==> src/rtl/cordic_gain_comp.sv <==
// Removes circular-mode CORDIC gain from x/y by a bit-serial shift-add multiply with 1/K.
// Define CORDIC_GAIN_COMP_ROUND_EN for round-half-up instead of floor.
module cordic_gain_comp #(
    parameter int WHOLE_BIT_WIDTH   = 3,
    parameter int DECIMAL_BIT_WIDTH = 13
) (
    input  logic                                         clk,
    input  logic                                         rst,
    input  logic [WHOLE_BIT_WIDTH+DECIMAL_BIT_WIDTH-1:0] x_in,
    input  logic [WHOLE_BIT_WIDTH+DECIMAL_BIT_WIDTH-1:0] y_in,
    input  logic [WHOLE_BIT_WIDTH+DECIMAL_BIT_WIDTH-1:0] z_in,
    input  logic [1:0]                                   coordinate_system_in,
    input  logic                                         in_valid,
    output logic                                         in_ready,
    output logic [WHOLE_BIT_WIDTH+DECIMAL_BIT_WIDTH-1:0] x_scaled,
    output logic [WHOLE_BIT_WIDTH+DECIMAL_BIT_WIDTH-1:0] y_scaled,
    output logic [WHOLE_BIT_WIDTH+DECIMAL_BIT_WIDTH-1:0] z_pass,
    output logic                                         out_valid,
    input  logic                                         out_ready
);

    localparam int W  = WHOLE_BIT_WIDTH + DECIMAL_BIT_WIDTH;
    localparam int AW = W + 1;
    localparam int CW = (DECIMAL_BIT_WIDTH > 1) ? $clog2(DECIMAL_BIT_WIDTH) : 1;

    localparam real K_REAL = 0.6072529350 * (2.0 ** DECIMAL_BIT_WIDTH);
    localparam logic [DECIMAL_BIT_WIDTH-1:0] K_INV = DECIMAL_BIT_WIDTH'($rtoi(K_REAL + 0.5));

`ifdef CORDIC_GAIN_COMP_ROUND_EN
    // Preload shifts right D times, so it contributes exactly one half LSB.
    localparam logic [AW-1:0] ACC_INIT = AW'(1) << (DECIMAL_BIT_WIDTH - 1);
`else
    localparam logic [AW-1:0] ACC_INIT = '0;
`endif

    typedef enum logic [1:0] {StIdle, StScale, StHold} state_e;

    state_e          state_q, state_d;
    logic [CW-1:0]   cnt_q;
    logic [W-1:0]    x_op_q, y_op_q, z_q;
    logic [AW-1:0]   acc_x_q, acc_y_q;
    logic [AW-1:0]   acc_x_next, acc_y_next;
    logic            last_step;

    // acc <- (acc + b*op) >>> 1, one guard bit above the accumulator.
    function automatic logic [AW-1:0] shift_add(input logic [AW-1:0] acc,
                                                input logic [W-1:0]  op,
                                                input logic          b);
        logic [AW:0] sum;
        sum = {acc[AW-1], acc} + (b ? {{2{op[W-1]}}, op} : '0);
        return sum[AW:1];
    endfunction

    always_comb begin
        acc_x_next = shift_add(acc_x_q, x_op_q, K_INV[cnt_q]);
        acc_y_next = shift_add(acc_y_q, y_op_q, K_INV[cnt_q]);
        last_step  = (cnt_q == CW'(DECIMAL_BIT_WIDTH - 1));
    end

    always_comb begin
        state_d   = state_q;
        in_ready  = 1'b0;
        out_valid = 1'b0;
        unique case (state_q)
            StIdle: begin
                in_ready = 1'b1;
                if (in_valid) begin
                    state_d = (coordinate_system_in == 2'd1) ? StScale : StHold;
                end
            end
            StScale: begin
                if (last_step) state_d = StHold;
            end
            StHold: begin
                out_valid = 1'b1;
                if (out_ready) state_d = StIdle;
            end
            default: state_d = StIdle;
        endcase
    end

    always_ff @(posedge clk) begin
        if (rst) begin
            state_q  <= StIdle;
            cnt_q    <= '0;
            x_op_q   <= '0;
            y_op_q   <= '0;
            z_q      <= '0;
            acc_x_q  <= '0;
            acc_y_q  <= '0;
            x_scaled <= '0;
            y_scaled <= '0;
            z_pass   <= '0;
        end else begin
            state_q <= state_d;
            unique case (state_q)
                StIdle: begin
                    if (in_valid) begin
                        x_op_q  <= x_in;
                        y_op_q  <= y_in;
                        z_q     <= z_in;
                        acc_x_q <= ACC_INIT;
                        acc_y_q <= ACC_INIT;
                        cnt_q   <= '0;
                        if (coordinate_system_in != 2'd1) begin
                            x_scaled <= x_in;
                            y_scaled <= y_in;
                            z_pass   <= z_in;
                        end
                    end
                end
                StScale: begin
                    acc_x_q <= acc_x_next;
                    acc_y_q <= acc_y_next;
                    if (last_step) begin
                        x_scaled <= acc_x_next[W-1:0];
                        y_scaled <= acc_y_next[W-1:0];
                        z_pass   <= z_q;
                        cnt_q    <= '0;
                    end else begin
                        cnt_q <= cnt_q + 1'b1;
                    end
                end
                default: ;
            endcase
        end
    end

endmodule
==> config.mk <==
export PLATFORM = sky130hd
export DESIGN_NAME = cordic_gain_comp
export DESIGN_NICKNAME = d
export VERILOG_FILES = /design/src/rtl/cordic_gain_comp.sv
export SDC_FILE = /design/constraint.sdc
export NUM_CORES = 1
export LEC_CHECK = 0
export CAP_MARGIN = 20
export CORE_MARGIN = 1.5
export CORE_UTILIZATION = 35
export DETAILED_ROUTE_END_ITERATION = 7
export HOLD_SLACK_MARGIN = 0.15
export PLACE_DENSITY = 0.61
export SYNTH_ARGS = -nofsm -noshare
export SYNTH_HDL_FRONTEND = slang
export SYNTH_SLANG_ARGS = --single-unit
==> constraint.sdc <==
create_clock -name clk -period 7.2 [get_ports clk]
set_input_delay 1.08 -clock clk [delete_from_list [all_inputs] [get_ports clk]]
set_output_delay 1.08 -clock clk [all_outputs]
set_load 0.02 [all_outputs]
After elaboration in Yosys (flattened, before gate mapping)
Memories as Yosys holds them, arrays and structs flattened. A register that Yosys moved wholly into a read port is not among the register bits.
Index checks and enable logic that the tools add are counted.
W data, S select, Z words.
{ "op_classes": {"order_cmp": 1, "n_addsub": 3, "eq_ne": 9, "muxes": 30, "n_reduce_logical": 6} }
{ "op_table": {"columns": ["op", "count"], "rows": [
  ["$mux W16", 9],
  ["$pmux W16 S2", 3],
  ["$pmux W17 S2", 2],
  ["$add A18 B18 Y18", 2],
  ["$mux W18", 2],
  ["$mux W17", 1],
  ["$mux W4", 4],
  ["$mux W2", 4],
  ["$ne A2 B2 Y1 const B", 4],
  ["$pmux W4 S2", 1],
  ["$pmux W2 S3", 1],
  ["$lt A4 B5 Y1 const B", 1],
  ["$add A4 B1 Y4 const B", 1],
  ["$eq A2 B1 Y1 const B", 2],
  ["$eq A4 B4 Y1 const B", 1],
  ["$reduce_and A2 Y1", 2],
  ["$reduce_and A4 Y1", 1],
  ["$mux W1", 3],
  ["$reduce_and A3 Y1", 1],
  ["$eq A2 B2 Y1 const B", 1],
  ["$logic_not A2 Y1", 1],
  ["$ne A2 B1 Y1 const B", 1],
  ["$reduce_bool A2 Y1", 1]
]} }
{ "word_totals": {"mem_count": 1, "input_bits": 54, "ff_bits": 136, "output_inout_bits": 50, "romBits": 16, "word_cells": 60} }
{ "mem_list": {"columns": ["name", "depth", "width", "read_ports", "rd_ports_with_merged_regs", "wr", "line_no", "rtl"], "rows": [
  ["(no name shown)", 16, 1, 1, 1, 0, "56", "acc_y_next = shift_add(acc_y_q, y_op_q, K_INV[cnt_q]);"]
]} }

Depth between registers and ports, before layout
{ "logic_depth": {"word_depth": 6, "mapped_depth": 10, "mapped_depth_nobuf": 9} }

Worst setup path before layout
Ideal clock, no wire load.
{ "synth_timing": {"path_kind": "register -> register", "startpoint": "register (tool-made name)", "endpoint": "register y_scaled[15]", "t_required_ns": 7.121, "n_path_buf": 1, "stages_incl_launch_ff": 10, "slack_ns": 4.612, "setup_ns": 0.079, "period_less_slack_ns": 2.588, "arrival_ns": 2.508, "path_cell_list": "dfxtp_1 clkbuf_1 nand2_1 fa_1 and2b_1 o311ai_2 a21o_2 nor3b_1 or4_1 a211oi_2"} }
{ "synth_rtl": {"columns": ["element", "line_no", "rtl"], "rows": [
  ["end signal: assignment", "107", "y_scaled <= y_in;"],
  ["end signal: assignment", "117", "y_scaled <= acc_y_next[W-1:0];"],
  ["end: declaration", "16", "output logic [WHOLE_BIT_WIDTH+DECIMAL_BIT_WIDTH-1:0] y_scaled,"]
]} }

Final worst setup path
{ "layout_timing": {"startpoint": "input in_valid", "endpoint": "register x_scaled[12]"} }
{ "layout_between": {"elab_chain_len": 2} }
{ "layout_lines": {"columns": ["element", "line_no", "rtl"], "rows": [
  ["start: declaration", "13", "input logic in_valid,"],
  ["$ne A2 B2 Y1 (no line)", null, null],
  ["$reduce_and A4 Y1 (no line)", null, null],
  ["end signal: assignment", "106", "x_scaled <= x_in;"],
  ["end signal: assignment", "116", "x_scaled <= acc_x_next[W-1:0];"],
  ["end: declaration", "15", "output logic [WHOLE_BIT_WIDTH+DECIMAL_BIT_WIDTH-1:0] x_scaled,"]
]} }
No other way between the ends.
A chain may end at the register's enable or synchronous reset.

==> out/results.ini <==
[placement]
gp_congestion = 0.871
portBuffers = 103
hpwl_mm = 13.2
post-place-cells = 1254

[sta]
period_share_pct = 43.6
skew_ns = 0.0104
fmax_mhz = 319
setup_tns_ns = 0
finalMaxSlewViolations = 0
finalHoldViolations = 0
rsz0062_at_grt = no
period_minus_slack_ns = 3.14
setup_violations = 0
timing.hold.ws_ns = 0.450
slew_headroom_pct = 29.1
tightestPinTransition_ns = 1.06

[clock_tree]
cts_buffers = 17
h-tree-depth = 4
cts_buffer_depth = 2
clockRootBuffer = clkbuf_16
clock_latency_ns = 0.42
cts_sinks = 137
cts_resized = 0
postCtsHoldBufs = 0
cts_setup_buffers = 0
clkTransAtPathRegs_ns = 0.06
cts_tree = yes

[logic_synthesis]
syn_inst = 931
synth_top_cell_by_area = dfxtp_1
async_flop_share_pct = 0
syn_area_um2 = 7270
yosysSeqAreaShare_pct = 37.7
synth_area_leaders = dfxtp_1 (38%), nand2_1 (9.4%), a21oi_1 (8.1%)
synthFlopType = dfxtp_1
ys_types = 66
synth.top_cell.area_share_pct = 37.7
avgSynthCellArea_um2 = 7.81
syn-num-nets = 1021
yosys_warnings = 0
synth_edf_count = 0
ys_seq_elements = 137

[power]
vdd_drop_max_mv = 0.138
p_leak_nw = 3.60
p_per_area_nw_per_um2 = 225

[grt]
grt_pass1_vias = 6468
grtUsageTotal_pct = 19.4
antenna_found_initial = 1
grt_max_degree = 77
grt_pass1_wl_mm = 33.8
gr-total-overflow = 0

[setup_path]
endpoint_kind = flop
crit_required_ns = 7.52
setup.worst_path.class = input port to flop
critPathArrivalTime_ns = 3.46
critical_path.max_fanout = 22
cp-start-kind = input port

[worst_hold_path]
hold_path_class = flop to flop

[drt]
wl_per_cell_um = 15.9
via_count = 6813
drt-total-wl_mm = 20.5
via_per_inst = 5.29
first_pass_iters = 5
ant_nets = 0
route.detailed.drc = 0
first_iter_violations = 400

[floorplan]
die_y_um = 147
io_pins = 104
die-area_um2 = 21600
fp-row-count = 52
start_util_pct = 35.8
die_width_um = 147
core-area_um2 = 20300

[finish]
instances_no_fill = 1287
num-nets-final = 1093
fillers = 2049
drive_gt1_share_pct = 6.20
syn2layout_area_growth_pct = 25.1

[job]
drv_cap = 0

[outcome]
status = finished, final reports clean

worst max-delay path, stage by stage:
cell	delay (ns)
clkdlybuf4s50_1	0.42
nor2b_1	0.19
nand2_1	0.20
a21o_1	0.85
a21oi_1	0.22
a31o_2	0.29
a31o_2	0.20
final cells by class:
class,count,area [um^2],share of cell area (%)
clock buffer,18,439,4.83
multi-input combinational,718,4260,46.9
sequential,137,2740,30.2
inverter,16,60.1,0.660
clock inverter,14,146,1.61
timing repair buffer,113,1100,12.1
antenna,1,2.50,0.0275
tap,270,338,3.71
worst paths after layout:
check                           startpoint           end  slack, ns  cells after the start
worst min register to register   y_op_q[5]     y_op_q[5]       0.45                      2
worst max-delay path              in_valid  x_scaled[12]       4.06                      7
worst min-delay path             y_op_q[5]     y_op_q[5]       0.45                      2
worst max register to register        flop  y_scaled[14]       4.13                     10
logic make-up after synthesis:
kind of cell    Yosys count  share of synthesized area [%]
simple gates            380                           23.3
buf+inv                  76                           4.03
mux                       8                           1.10
compound gates          283                           26.1
xor+xnor                 11                           1.33
fa+ha+maj                36                           6.40
flops                   137                           37.7
per-stage QoR:
step / util (%) / setup WS (ns) / total power [mW] / instance area, um^2
floorplan: - / 4.61 / 1.05 / 7270
global placement: 41.9 / 3.68 / 1.19 / 8510
CTS: 44.8 / 4.08 / 2.07 / 9090
global route: 44.8 / 3.87 / 2.14 / 9090
detailed placement: 41.9 / 3.63 / 1.20 / 8510
finish: 44.8 / 4.06 / 2.05 / 9090
synth_stat cells, types with 4 or more instances:
cell type	count
nand2_1	182
a211o_1	5
nand3_1	13
o21bai_1	4
clkbuf_1	47
o21ai_0	27
a311oi_1	21
buf_2	6
and2_1	34
nand3b_1	5
xor2_1	7
ha_1	34
o21a_1	10
inv_1	15
nor2b_1	7
o31a_1	4
mux2i_1	8
buf_1	7
xnor2_1	4
a211oi_1	23
a21oi_1	118
a221oi_1	5
nor2_1	88
dfxtp_1	137
or3_1	4
a211oi_2	4
nor3_1	13
a21o_1	15
nand2b_1	12
a22o_1	8
a31oi_1	4
nor3b_1	4
nand4_1	5
o211ai_1	4
where the power goes:
group	leakage [nW]	internal, mW	switching (mW)
logic	2.20	0.144	0.199
registers	1.12	0.806	0.0274
clock network	0.282	0.519	0.350
total	3.60	1.47	0.576
placed cells by master, fill, tap and decap left out, drive strengths merged, types with 7 or more instances in the layout:
cell type,Yosys,final
o21ai,28,28
nor2b,7,7
ha,34,34
inv,16,18
nor2,89,89
nand2,182,182
clkdlybuf4s50,0,102
nand3,13,13
xor2,7,7
nor3,13,13
clkinv,0,7
a21oi,118,118
dfxtp,137,137
buf,13,11
a21o,16,16
and2,34,34
a211oi,27,27
clkbuf,47,18
o21a,11,11
a311oi,21,21
nand2b,12,12
a22o,8,8
mux2i,8,8
per-layer routing:
layer	global-route usage, %	vias to the layer above	part of all wire [%]
met1	25.3	3189	46
met2	32.3	153	48
met4	5.95	0	1.4
met3	4.04	19	4.3
met5	0	-	0
li1	-	3452	-
flip-flops by register name, summed over array words and instances, names as in the netlist, named ones only:
register,count
state_q,2
z_pass,16
y_scaled,16
acc_x_q,17
x_scaled,16
z_q,16
x_op_q,16
y_op_q,16
acc_y_q,17
cnt_q,4
Power figures use the tool's default switching activity.
